==> config.mk <==
export PLATFORM = sky130hd
export DESIGN_NAME = memory_access
export DESIGN_NICKNAME = d
export VERILOG_FILES = /design/src/rtl/memory_access_pkg.sv /design/src/rtl/memory_access_load_extend.sv /design/src/rtl/memory_access.sv
export SDC_FILE = /design/constraint.sdc
export NUM_CORES = 1
export LEC_CHECK = 0
export CAP_MARGIN = 20
export CORE_MARGIN = 3
export CORE_UTILIZATION = 46
export CTS_BUF_LIST = sky130_fd_sc_hd__clkbuf_8
export CTS_CLUSTER_DIAMETER = 80
export DETAILED_ROUTE_END_ITERATION = 12
export PLACE_DENSITY = 0.8
export SLEW_MARGIN = 20
export SYNTH_ARGS = -nofsm -noshare
export SYNTH_HDL_FRONTEND = slang
export SYNTH_SLANG_ARGS = --single-unit
export TNS_END_PERCENT = 100
==> constraint.sdc <==
create_clock -name clk -period 2 [get_ports clk]
set_input_delay 0.2 -clock clk [delete_from_list [all_inputs] [get_ports clk]]
set_output_delay 0.2 -clock clk [all_outputs]
set_load 0.02 [all_outputs]
==> src/rtl/memory_access_pkg.sv <==
// memory_access_pkg: shared types and helpers for the memory-access stage
package memory_access_pkg;

    typedef enum logic [3:0] {
        MEM_NONE, MEM_LB, MEM_LH, MEM_LW, MEM_LBU, MEM_LHU, MEM_SB, MEM_SH, MEM_SW
    } mem_op_e;

    typedef enum logic {IDLE, BUSY} mem_state_e;

    typedef struct packed {
        logic        valid;
        logic [31:0] pc;
        logic [3:0]  cond;
        logic [3:0]  flags;
        logic        branch;
        logic        wback;
        logic [4:0]  wreg;
        logic [31:0] wdata;
        mem_op_e     memop;
        logic [31:0] sdata;
    } signals_t;

    function automatic logic is_store(input mem_op_e op);
        return op inside {MEM_SB, MEM_SH, MEM_SW};
    endfunction

    function automatic logic misaligned(input mem_op_e op, input logic [1:0] a);
        return ((op inside {MEM_LH, MEM_LHU, MEM_SH}) && a[0]) ||
               ((op inside {MEM_LW, MEM_SW}) && a != 2'b00);
    endfunction

    function automatic logic [3:0] store_strb(input mem_op_e op, input logic [1:0] a);
        return op == MEM_SB ? 4'b0001 << a :
               op == MEM_SH ? (a[1] ? 4'b1100 : 4'b0011) :
               op == MEM_SW ? 4'b1111 : 4'b0000;
    endfunction

    function automatic logic [31:0] store_data(input mem_op_e op, input logic [31:0] d);
        return op == MEM_SB ? {4{d[7:0]}} :
               op == MEM_SH ? {2{d[15:0]}} :
               op == MEM_SW ? d : 32'h0;
    endfunction

endpackage

==> src/rtl/memory_access_load_extend.sv <==
// load_extend: picks the addressed byte/half from a load word and extends it
module load_extend
    import memory_access_pkg::*;
(
    input  logic [31:0] rdata,
    input  logic [1:0]  offset,
    input  mem_op_e     op,
    output logic [31:0] result
);

    logic [7:0]  b;
    logic [15:0] h;

    // lane select then sign/zero extension by access kind
    always_comb begin
        b = rdata[{offset, 3'b000} +: 8];
        h = rdata[{offset[1], 4'b0000} +: 16];
        result = op == MEM_LB  ? {{24{b[7]}}, b} :
                 op == MEM_LBU ? {24'h0, b} :
                 op == MEM_LH  ? {{16{h[15]}}, h} :
                 op == MEM_LHU ? {16'h0, h} : rdata;
    end

endmodule

==> src/rtl/memory_access.sv <==
// memory_access: pipeline stage issuing loads/stores on a valid/ready data bus
module memory_access
    import memory_access_pkg::*;
#(
    parameter int XLEN = 32
) (
    input  logic            clk,
    input  logic            rst,
    input  signals_t        i_signals,
    output logic            i_stall,
    output signals_t        o_signals,
    output logic            o_misalign,
    output logic            mem_req,
    output logic            mem_we,
    output logic [XLEN-1:0] mem_addr,
    output logic [XLEN-1:0] mem_wdata,
    output logic [3:0]      mem_wstrb,
    input  logic            mem_ready,
    input  logic [XLEN-1:0] mem_rdata
);

    mem_state_e      state_q, state_d;
    signals_t        cap_q, cap_d, o_q, o_d;
    logic            mis_q, mis_d, req_q, req_d, we_q, we_d;
    logic [XLEN-1:0] addr_q, addr_d, wdata_q, wdata_d;
    logic [3:0]      strb_q, strb_d;
    logic [31:0]     ld_res;
    logic            is_mem, start, bad, done;

    load_extend u_load_extend (
        .rdata  (mem_rdata),
        .offset (cap_q.wdata[1:0]),
        .op     (cap_q.memop),
        .result (ld_res)
    );

    assign is_mem     = i_signals.valid && i_signals.memop != MEM_NONE;
    assign start      = state_q == IDLE && is_mem && !misaligned(i_signals.memop, i_signals.wdata[1:0]);
    assign bad        = state_q == IDLE && is_mem && misaligned(i_signals.memop, i_signals.wdata[1:0]);
    assign done       = state_q == BUSY && mem_ready;
    assign i_stall    = state_q == BUSY;
    assign o_signals  = o_q;
    assign o_misalign = mis_q;
    assign mem_req    = req_q;
    assign mem_we     = we_q;
    assign mem_addr   = addr_q;
    assign mem_wdata  = wdata_q;
    assign mem_wstrb  = strb_q;

    // state and datapath registers; reset also abandons an open transaction
    always_ff @(posedge clk) begin
        if (rst) begin
            state_q <= IDLE;
            cap_q   <= '0;
            o_q     <= '0;
            mis_q   <= 1'b0;
            req_q   <= 1'b0;
            we_q    <= 1'b0;
            addr_q  <= '0;
            wdata_q <= '0;
            strb_q  <= '0;
        end else begin
            state_q <= state_d;
            cap_q   <= cap_d;
            o_q     <= o_d;
            mis_q   <= mis_d;
            req_q   <= req_d;
            we_q    <= we_d;
            addr_q  <= addr_d;
            wdata_q <= wdata_d;
            strb_q  <= strb_d;
        end
    end

    // enter BUSY on an aligned memory op, leave when the bus completes
    always_comb begin
        state_d = start ? BUSY : done ? IDLE : state_q;
    end

    // bus fields latch at issue and hold; result is built from the captured op
    always_comb begin
        signals_t idle_o, busy_o, fin_o;
        cap_d   = start ? i_signals : cap_q;
        req_d   = start || (req_q && !mem_ready);
        we_d    = start ? is_store(i_signals.memop) : we_q;
        addr_d  = start ? {i_signals.wdata[31:2], 2'b00} : addr_q;
        wdata_d = start ? store_data(i_signals.memop, i_signals.sdata) : wdata_q;
        strb_d  = start ? store_strb(i_signals.memop, i_signals.wdata[1:0]) : strb_q;
        mis_d   = bad;
        idle_o       = i_signals;
        idle_o.valid = i_signals.valid && i_signals.memop == MEM_NONE;
        busy_o       = o_q;
        busy_o.valid = 1'b0;
        fin_o        = cap_q;
        fin_o.valid  = 1'b1;
        fin_o.wdata  = is_store(cap_q.memop) ? 32'h0 : ld_res;
        fin_o.wback  = cap_q.wback && !is_store(cap_q.memop);
        o_d = state_q == BUSY ? (done ? fin_o : busy_o) : idle_o;
    end

endmodule
==> results by group, run 1 <==
Cells and area
  – Area growth syn-to-layout: 39.8%
  – Post-Layout Inst Area: 0.0179 mm²
  – Commonest non-fill, non-tap cells in the layout: clkdlybuf4s50_1 (333), dfxtp_1 (270), a21oi_1 (138)
  – Most common cell after layout, fill and taps aside: clkdlybuf4s50_1
  – Util after Layout: 0.659
  – Finished Layout Cells: 2,140
  – Total Nets Final: about 1,900
  – Layout cells sized above 1: 0.167

Clock network
  – CTS hold repair buffers: 0
  – Root Driver: clkbuf_8
  – Maximum root-to-sink buffer count: 3
  – # H-tree levels: 2
  – Clock latency on the worst-skew pair: 0.56 ns
  – Clk slew on worst S/H paths: roughly 0.070 ns
  – Sink Count: 271
  – CTS tree: done
  – Total CTS buffers: 45
  – Setup bufs post-CTS: 0

GRT
  – Global-route wire length before repair: 69.3 mm
  – Total track usage: 0.281
  – Vias in the first global route: roughly 12,000
  – Largest net degree at the start of global routing: 178
  – Overflow after GRT: 0
  – Antenna violations before repair: 1

Place
  – PortBufs: 336
  – Gpl congestion: around 0.92
  – Final HPWL DP: 30.1 mm
  – Placed cell area: 0.0168 mm²
  – Placed cells: 2,056

Floorplanning
  – Die width: 173 µm
  – Die Y: around 170 µm
  – Rows: 60
  – # IOs: 339
  – Die footprint: 0.0298 mm²
  – Core Area: roughly 0.027 mm²
  – Initial Util: 0.471

Worst setup path
  – FF-to-FF path depth: 5
  – Worst r2r src: cap_q[32]
  – Worst setup SP type: register
  – Worst r2r dst: o_signals[36]
  – Critical path class: register to register
  – CP Capture Type: register
  – Crit path DAT: 2.23 ns
  – Required time of the worst setup path: 2.40 ns
  – Critical Path End: o_signals[36]
  – Critical Path Fanout Max: 11
  – Reg2Reg Setup Slack: 0.16 ns
  – CP startpoint: cap_q[32]

Worst hold path
  – Hold Crit Class: input port to register
  – Hold Path Depth: 3

Pwr
  – Power Density: 843 mW/mm²
  – P_leak: 0.00652 µW
  – Maximum vdd drop: 0.593 mV
  – Psw: 4450 µW
  – Net Sw Frac: 0.295
  – Tot Pwr: 15,100 µW
  – Clock Power Share: 0.366
  – Register share of total power: 0.405
  – P_int: 10,600 µW
  – Comb power frac: 0.228

STA
  – Final min period: 1.84 ns
  – Final Hold Violating Endpoints: 0
  – Slew Limit Fails: 0
  – Clock Skew: 0.0288 ns
  – Worst Tran Pin Value: slightly above 0.9 ns
  – Setup Total Neg Slack: 0 ns
  – Slew headroom: 0.388
  – Max Freq: between 500 and 600 MHz
  – RSZ-0062 raised after global routing: false
  – Final period util: 0.918
  – Final setup fails: 0

Route
  – WL per Instance: approximately 21 µm
  – DRT iter0 DRCs: 1,388
  – Pre-Repair DR Iteration Count: 5
  – DRT Wirelength: 44.3 mm
  – DRT antenna net count: 0
  – Via count: 12,700
  – DRC Markers: 0
  – Vias/cell: 5.94

Yosys
  – YS warnings: 0
  – Avg Cell Area, Syn: 8.99 µm²
  – Synth async-reset ratio: 0
  – Post-Synthesis Cells: 1,420
  – Register area share after synthesis: 0.425
  – Number of synthesized flops with an enable pin: 0
  – Main synth FF type: dfxtp_1
  – Seq cells post-synth: about 270
  – Post-synthesis cell type count: 55
  – Syn Std Cell Area: 0.0128 mm²

Run status
  – Status: completed

Flow run
  – Max cap viols: 0
-- flip-flops by register name, indices dropped and copies added, names as in the netlist --
register,count
mem_addr,30
mem_req,1
mem_wdata,32
mem_we,1
i_stall,1
cap_q,85
o_misalign,1
o_signals,116
mem_wstrb,4
-- critical path: stages (launching register included) --
cell and delay (ns):
dfxtp_1 0.37, nor4b_1 0.46, a2111oi_2 0.10, buf_4 0.21, nand2b_1 0.32, o221ai_1 0.20
-- per-layer routing --
metal | share of wire | vias up | global-route usage
met1 | 0.40 | 6044 | 0.362
met5 | 0 | - | 0
li1 | - | 5864 | -
met4 | 0.040 | 0 | 0.112
met2 | 0.46 | 707 | 0.456
met3 | 0.095 | 106 | 0.0679
-- per-stage QoR --
stage,hold WS (ns),setup WS [ns]
global route,0.0682,0.0336
global placement,0.451,-0.232
detailed placement,0.458,-0.350
CTS,0.0360,0.107
floorplan,0.336,0.0888
finish,0.0909,0.164
-- how the worst min path moves through the flow --
stage,startpoint,to
floorplan,i_signals[73],o_signals[73]
global placement,mem_addr[22],mem_addr[22]
detailed placement,mem_addr[4],mem_addr[4]
CTS,mem_ready,o_signals[115]
global route,mem_ready,o_signals[115]
finish,mem_ready,o_signals[115]
-- kinds of logic (layout without fill, tap and decap cells) --
group | count (synthesis) | after routing | share of synthesized area
compound gates | 515 | 515 | 0.278
simple gates | 351 | 351 | 0.134
flops | 271 | 271 | 0.425
buf+inv | 167 | 513 | 0.0648
mux | 114 | 114 | 0.0972
other cells | 1 | 3 | 0.000294
xor+xnor | 1 | 1 | 0.000686
-- layout make-up --
type	instances	area, µm²
antenna	1	2.50
clock buffer	64	881
clock inverter	19	159
fill	2158	9240
inverter	4	15.0
multi-input combinational	983	6570
sequential	271	5430
tap	372	465
timing repair buffer	426	4340
-- power by group through the flow --
stage	Combinational, µW	Clock (µW)	Sequential (µW)
after CTS	3430	5600	6100
after detailed placement	3410	0	6210
final	3440	5520	6100
after global placement	3350	0	6200
after floorplan	1510	0	6510
after global routing	3660	5850	6140
-- cells in the mapped netlist (2+ instances only) --
master	number	share of area
nor3_1	2	0.00078
o21ai_2	50	0.034
buf_6	18	0.016
a21oi_1	138	0.054
nor4b_2	2	0.0024
nand3_1	126	0.049
buf_8	2	0.0024
nor2_1	134	0.039
nand4_1	8	0.0039
nor4b_1	3	0.0021
a211oi_1	101	0.059
buf_1	25	0.0073
a21oi_2	50	0.034
o221ai_1	9	0.0062
nand2_1	18	0.0053
buf_2	20	0.0078
a22oi_1	16	0.0094
clkbuf_1	90	0.026
dfxtp_1	271	0.42
mux4_2	8	0.014
o22ai_1	32	0.016
o21ai_0	54	0.021
inv_1	3	0.00088
nand2b_1	13	0.0064
and3_1	16	0.0078
nand3b_1	10	0.0059
a2bb2oi_1	23	0.016
o21ai_1	20	0.0078
clkbuf_2	5	0.0020
nor2b_1	9	0.0044
buf_4	3	0.0018
a311oi_1	4	0.0027
mux2i_1	106	0.083
a211oi_2	10	0.0098
-- timing repair --
item                                    4_1_cts  5_1_grt
pin swaps                                     0        0
endpoints found under the setup margin        1        7
gates resized for setup                       1        1
Power figures use the tool's default switching activity.
==> run 2: changes to the inputs <==
--- a/config.mk
+++ b/config.mk
@@ -5,12 +5,15 @@
 export SDC_FILE = /design/constraint.sdc
 export NUM_CORES = 1
 export LEC_CHECK = 0
+export ABC_AREA = 1
 export CAP_MARGIN = 20
+export CORE_ASPECT_RATIO = 0.6
 export CORE_MARGIN = 3
-export CORE_UTILIZATION = 46
+export CORE_UTILIZATION = 45
 export CTS_BUF_LIST = sky130_fd_sc_hd__clkbuf_8
 export CTS_CLUSTER_DIAMETER = 80
 export DETAILED_ROUTE_END_ITERATION = 12
+export GPL_TIMING_DRIVEN = 0
 export PLACE_DENSITY = 0.8
 export SLEW_MARGIN = 20
 export SYNTH_ARGS = -nofsm -noshare
==> run 2 against run 1 <==
  * Synthesized cell count increased by 25%
  * Via count is 7.0% higher
  * Worst hold slack better by 0.12 ns
  * Core utilization decreased by 0.86 points
  * Fmax fell by 4.4%
  * Power fell by 11%
  * Critical path type unchanged
  * Critical endpoint is now o_signals[105]
  * Largest cell class is now flip-flops and latches
  * Largest power group unchanged
  * Highest routed layer is now met5
==> results by group, run 2 <==
Run status
  – Status: completed

STA
  – Final Hold Violating Endpoints: 0
  – Clock Skew: 0.0153 ns
  – Max Freq: 521 MHz
  – Slew Limit Fails: 0
  – Final period util: 0.961
  – Final min period: 1.92 ns
  – Worst Tran Pin Value: 0.937 ns
  – Setup ws final: 0.0790 ns
  – Worst hold margin: approximately 0.21 ns
  – Final setup fails: 0
  – Slew headroom: 0.376

Yosys
  – YS warnings: 0
  – Syn Std Cell Area: 0.0122 mm²
  – Top post-synthesis cells by area: dfxtp_1 (45%), nand2_1 (20%), a21oi_1 (8.3%), inv_1 (7.3%), o211ai_1 (4.8%)
  – Post-Synthesis Cells: 1,773
  – Number of synthesized flops with an enable pin: 0
  – Top-area cell type share of the netlist area: 0.445
  – Register area share after synthesis: 0.445
  – Seq cells post-synth: 271
  – Dominant cell type by area after synthesis: dfxtp_1
  – Main synth FF type: dfxtp_1
  – Post-synthesis cell type count: 29
  – Synth top cells by count: nand2_1 (649), dfxtp_1 (271), inv_1 (238), a21oi_1 (202), nand3_1 (82)
  – Count leader, synth: nand2_1
  – Avg Cell Area, Syn: between 6 and 7 µm²
  – Synth async-reset ratio: 0

GRT
  – Antenna violations before repair: 2
  – Overflow after GRT: 0
  – Total track usage: 0.319
  – Vias in the first global route: 12,600
  – Global-route wire length before repair: just over 70 mm
  – Largest net degree at the start of global routing: 12

Route
  – Vias/cell: 5.37
  – DRT antenna net count: 0
  – Pre-Repair DR Iteration Count: 6
  – DRT iter0 DRCs: 1,471
  – DRC Markers: 0
  – Via count: 13,600
  – DRT Wirelength: 48.5 mm
  – WL per Instance: ~19 µm

Cells and area
  – Largest register FFs: 116
  – Finished Layout Cells: 2,536
  – Fillcell total: about 2,300
  – Commonest non-fill, non-tap cells in the layout: nand2_1 (645), clkdlybuf4s50_1 (335), dfxtp_1 (269)
  – Total Nets Final: 2,308
  – Area growth syn-to-layout: 38.5%
  – Post-Layout Inst Area: about 0.017 mm²
  – Most common cell after layout, fill and taps aside: nand2_1
  – Layout cells sized above 1: 0.0636
  – Reg area: 0.00543 mm²
  – Multi-input logic area: 0.00532 mm²
  – # diodes: 0

Worst setup path
  – Worst r2r dst: o_signals[105]
  – CP Capture Type: register
  – Critical path class: register to register
  – Critical Path Fanout Max: 10
  – Slowest cell delay on critical path: 0.46 ns
  – FF-to-FF path depth: 8
  – CP top delay family: buffers and inverters
  – Crit path DAT: 2.43 ns
  – Worst r2r src: i_stall
  – CP Buf/Inv Count: 4
  – Reg2Reg Setup Slack: 0.08 ns
  – Worst setup SP type: register
  – Slowest-stage cell, CP: dfxtp_1
  – Worst path cell trace: clkinv_4, nor2_4, buf_2, buf_2, nand2_1, o211ai_1, nand2_1, inv_1
  – Required time of the worst setup path: between 2 and 3 ns

Place
  – Placed cells: 2,461
  – PortBufs: 335
  – Gpl congestion: 1.01
  – Final HPWL DP: 36.9 mm
  – Placed cell area: 0.0160 mm²
  – Place WS: -0.470 ns

Floorplanning
  – # IOs: about 340
  – Initial Util: 0.470
  – Die Y: 133 µm
  – Die width: 218 µm
  – Rows: 45
  – Core Area: 0.0260 mm²
  – Die footprint: 0.0292 mm²

Clock network
  – Maximum root-to-sink buffer count: 3
  – # H-tree levels: 2
  – Total CTS buffers: 41
  – Sink Count: 271
  – Root Driver: clkbuf_8
  – CTS tree: done
  – CTS hold repair buffers: 0
  – Clk slew on worst S/H paths: around 0.070 ns
  – Clock latency on the worst-skew pair: 0.58 ns

Pwr
  – Power Density: 798 mW/mm²
  – Register share of total power: 0.443
  – P_int: 9280 µW
  – Maximum vdd drop: about 0.50 mV
  – Comb power frac: 0.217
  – P_leak: 0.00731 µW
  – Clock Power Share: 0.340
  – Net Sw Frac: 0.311
  – Psw: 4190 µW
  – Tot Pwr: 13,500 µW

Worst hold path
  – Hold Path Depth: 3
  – Hold path startpoint: rst
  – Hold Crit Class: input port to register
  – Hold path endpoint: cap_q[34]

Flow run
  – Max cap viols: 0
-- run 2: how the worst max path moves through the flow --
stage | start | endpoint | cells past startpoint
final | i_stall | o_signals[105] | 8
after global routing | cap_q[37] | o_signals[62] | 8
after CTS | cap_q[33] | o_signals[43] | 10
after detailed placement | mem_ready | o_signals[102] | 8
after global placement | mem_ready | o_signals[108] | 8
after floorplan | i_stall | o_signals[26] | 8
-- run 2: repair_timing --
item,4_1_cts,5_1_grt
pin swaps,1,0
gates cloned,0,0
buffers inserted,0,6
gates resized for setup,9,27
endpoints found under the setup margin,171,83
-- run 2: cells by family (layout without fill, tap and decap cells) --
logic type / count (synthesis) / count (layout) / synth area share
flops: 271 / 271 / 0.445
other cells: 1 / 2 / 0.000308
buf+inv: 363 / 773 / 0.122
simple gates: 757 / 757 / 0.244
compound gates: 381 / 381 / 0.189
-- run 2: worst register-to-register path: cells and delay by family (launching register included) --
family	cells	cell delay, ns
buffers and inverters	4	0.86
AND/OR/NAND/NOR	3	0.43
AO/OA/AOI/OAI	1	0.10
flip-flops	1	0.46
-- run 2: metrics by stage --
| stage | setup TNS [ns] | utilization |
|---|---|---|
| floorplan | 0 | - |
| global placement | -75.30 | 0.616 |
| detailed placement | -85.27 | 0.616 |
| CTS | 0 | 0.647 |
| global route | -0.0501 | 0.650 |
| finish | 0 | 0.650 |
-- run 2: cell type report --
| type | instances | area share |
|---|---|---|
| Inverter | 244 | 0.0547 |
| Multi-Input combinational cell | 1140 | 0.315 |
| Buffer | 118 | 0.0348 |
| Tap cell | 352 | 0.0261 |
| Timing Repair Buffer | 341 | 0.201 |
| Clock buffer | 48 | 0.0391 |
| Sequential cell | 271 | 0.322 |
| Clock inverter | 22 | 0.00756 |
-- run 2: routing by layer --
layer,routed length (µm),vias to the layer above,share of wire,GRT usage
li1,-,6414,-,-
met1,21400,6403,0.44,0.454
met2,20300,700,0.42,0.471
met3,5520,93,0.11,0.0937
met4,1180,4,0.024,0.0847
met5,31,-,0.00064,0
-- run 2: power by group through the flow --
stage,sequential (µW),combinational [µW],clock (µW)
global route,6000,3140,4870
CTS,5970,2850,4610
floorplan,6330,1220,0
finish,5970,2920,4580
detailed placement,6080,2830,0
global placement,6070,2790,0
==> run 3: changes to the inputs <==
--- a/config.mk
+++ b/config.mk
@@ -7,11 +7,11 @@
 export LEC_CHECK = 0
 export ABC_AREA = 1
 export CAP_MARGIN = 20
-export CORE_ASPECT_RATIO = 0.6
 export CORE_MARGIN = 3
 export CORE_UTILIZATION = 45
 export CTS_BUF_LIST = sky130_fd_sc_hd__clkbuf_8
 export CTS_CLUSTER_DIAMETER = 80
+export CTS_CLUSTER_SIZE = 20
 export DETAILED_ROUTE_END_ITERATION = 12
 export GPL_TIMING_DRIVEN = 0
 export PLACE_DENSITY = 0.8
==> run 3 against run 2 <==
  * Global-route usage fell by 2.5 points
  * Worst hold slack improved by 0.0093 ns
  * Combinational power down 2%
  * Largest cell class unchanged
==> results by group, run 3 (same netlist as run 2, synthesis figures left out) <==
Route
  – WL per Instance: 18.2 µm
  – Pre-Repair DR Iteration Count: 6
  – Via count: about 13,000
  – DRT antenna net count: 0
  – DRT Wirelength: 45.0 mm
  – DRC Markers: 0
  – DRT iter0 DRCs: 1,082
  – Vias/cell: between 5 and 6

GRT
  – GR Util met3: 0.0513
  – Global-route wire length before repair: 67.8 mm
  – Layer with the highest usage: met2
  – Met1 usage: 0.385
  – M2 GR Usage: 0.485
  – Largest net degree at the start of global routing: 21
  – Total track usage: 0.294
  – Antenna violations before repair: 5
  – Vias in the first global route: 12,400
  – Overflow after GRT: 0

Place
  – Placed cells: around 2,400
  – Gpl congestion: 0.962
  – Placed cell area: roughly 0.016 mm²
  – PortBufs: 335
  – Final HPWL DP: 34.2 mm

Worst hold path
  – Hold path startpoint: i_signals[83]
  – Hold Crit Class: input port to register
  – Hold path endpoint: cap_q[83]
  – Hold Path Depth: 3

Clock network
  – Clk slew on worst S/H paths: 0.12 ns
  – Total CTS buffers: 17
  – Root Driver: clkbuf_8
  – CTS hold repair buffers: 0
  – # H-tree levels: 1
  – CTS tree: done
  – Sink Count: 271
  – Clock latency on the worst-skew pair: around 0.57 ns
  – Maximum root-to-sink buffer count: 3

STA
  – RSZ-0062 raised after global routing: false
  – Slew headroom: 0.277
  – Max Freq: roughly 530 MHz
  – Slew Limit Fails: 0
  – Clock Skew: 0.0349 ns
  – Final period util: 0.939
  – Final min period: 1.88 ns
  – Final Hold Violating Endpoints: 0
  – Final setup fails: 0
  – Worst Tran Pin Value: 1.08 ns

Worst setup path
  – Worst r2r dst: o_signals[36]
  – Critical path class: register to register
  – CP top delay family: simple AND/OR/NAND/NOR gates
  – Worst r2r src: cap_q[34]
  – Slowest-stage cell, CP: dfxtp_1
  – Critical Path Fanout Max: 10
  – Worst path cell trace: inv_1, nor2_2, nand3_2, nand2_4, inv_1, nand3_1, nand3_1, a21oi_1
  – Worst setup SP type: register
  – Required time of the worst setup path: 2.48 ns
  – CP Capture Type: register
  – Crit path DAT: 2.36 ns
  – Slowest cell delay on critical path: approximately 0.41 ns
  – CP Buf/Inv Count: 2
  – FF-to-FF path depth: 8
  – Reg2Reg Setup Slack: 0.12 ns

Pwr
  – Maximum vdd drop: around 0.46 mV
  – P_leak: 0.00698 µW
  – Power Density: 707 mW/mm²

Floorplanning
  – Die Y: 171 µm
  – Die width: about 170 µm
  – Die footprint: between 0.02 and 0.03 mm²
  – Core Area: 0.0264 mm²
  – Rows: between 50 and 60
  – # IOs: ~340
  – Initial Util: 0.463

Cells and area
  – Total Nets Final: 2,280
  – Most common cell after layout, fill and taps aside: nand2_1
  – Post-Layout Inst Area: about 0.016 mm²
  – Finished Layout Cells: 2,469
  – Commonest non-fill, non-tap cells in the layout: nand2_1 (645), clkdlybuf4s50_1 (334), dfxtp_1 (269)
  – Util after Layout: 0.620
  – Layout cells sized above 1: 0.0460
  – Area growth syn-to-layout: 34.1%
  – Largest register FFs: 116

Flow run
  – Max cap viols: 0

Run status
  – Status: completed
[run 3: cell types whose count changed in the layout (fill, tap and decap cells not counted), moves of 2 or more]
| cell | before | now |
|---|---|---|
| clkinv_2 | 4 | 1 |
| buf_4 | 11 | 6 |
| clkbuf_8 | 48 | 18 |
| inv_6 | 2 | 0 |
| diode_2 | 0 | 3 |
| inv_1 | 251 | 238 |
[run 3: cell type report]
class                      count  area, µm²
fill                        2424      10000
sequential                   271       5430
multi-input combinational   1140       5330
timing repair buffer         337       3370
inverter                     244        923
buffer                       118        579
tap                          335        419
clock buffer                  18        248
clock inverter                 3       42.5
antenna                        3       7.51
[run 3: timing repair]
| item | CTS | global route |
|---|---|---|
| gates resized for setup | 9 | 23 |
| pin swaps | 0 | 1 |
| buffers inserted | 0 | 2 |
| setup endpoints to repair | 118 | 108 |
[run 3: stage by stage]
stage	setup slack [ns]	TNS, ns	power, µW	hold slack [ns]
final	0.121	0	11600	0.217
after global routing	0.00457	0	12100	0.204
after CTS	0.0452	0	11500	0.191
after detailed placement	-0.728	-102.85	8890	0.453
after global placement	-0.604	-91.63	8840	0.451
after floorplan	0.426	0	7550	0.343
[run 3: worst max path at each step]
stage                    from  cells after the start  slack, ns        endpoint
CTS                 cap_q[33]                     10       0.05   o_signals[43]
floorplan             i_stall                      8       0.43   o_signals[26]
detailed placement  mem_ready                      8      -0.73   o_signals[97]
global placement    mem_ready                      8      -0.60   o_signals[93]
global route          i_stall                      7      0.005  o_signals[109]
finish              cap_q[34]                      8       0.12   o_signals[36]
[run 3: report_power, final]
group	total [µW]	switching, µW	internal, µW	leakage, µW
Sequential	5970	214	5760	0.00223
Clock	2720	1760	960	0.000148
Combinational	2860	1660	1200	0.00460
[run 3: metal layers]
| layer | share of wire | vias to the layer above |
|---|---|---|
| met5 | 0.00058 | - |
| met4 | 0.040 | 4 |
| met3 | 0.093 | 111 |
| met2 | 0.46 | 640 |
| met1 | 0.41 | 6040 |
| li1 | - | 6336 |
[run 3: worst register-to-register path: stages, from the launching register on]
cell and delay, ns:
dfxtp_1 0.41, inv_1 0.12, nor2_2 0.17, nand3_2 0.28, nand2_4 0.22, inv_1 0.17
nand3_1 0.13, nand3_1 0.14, a21oi_1 0.16
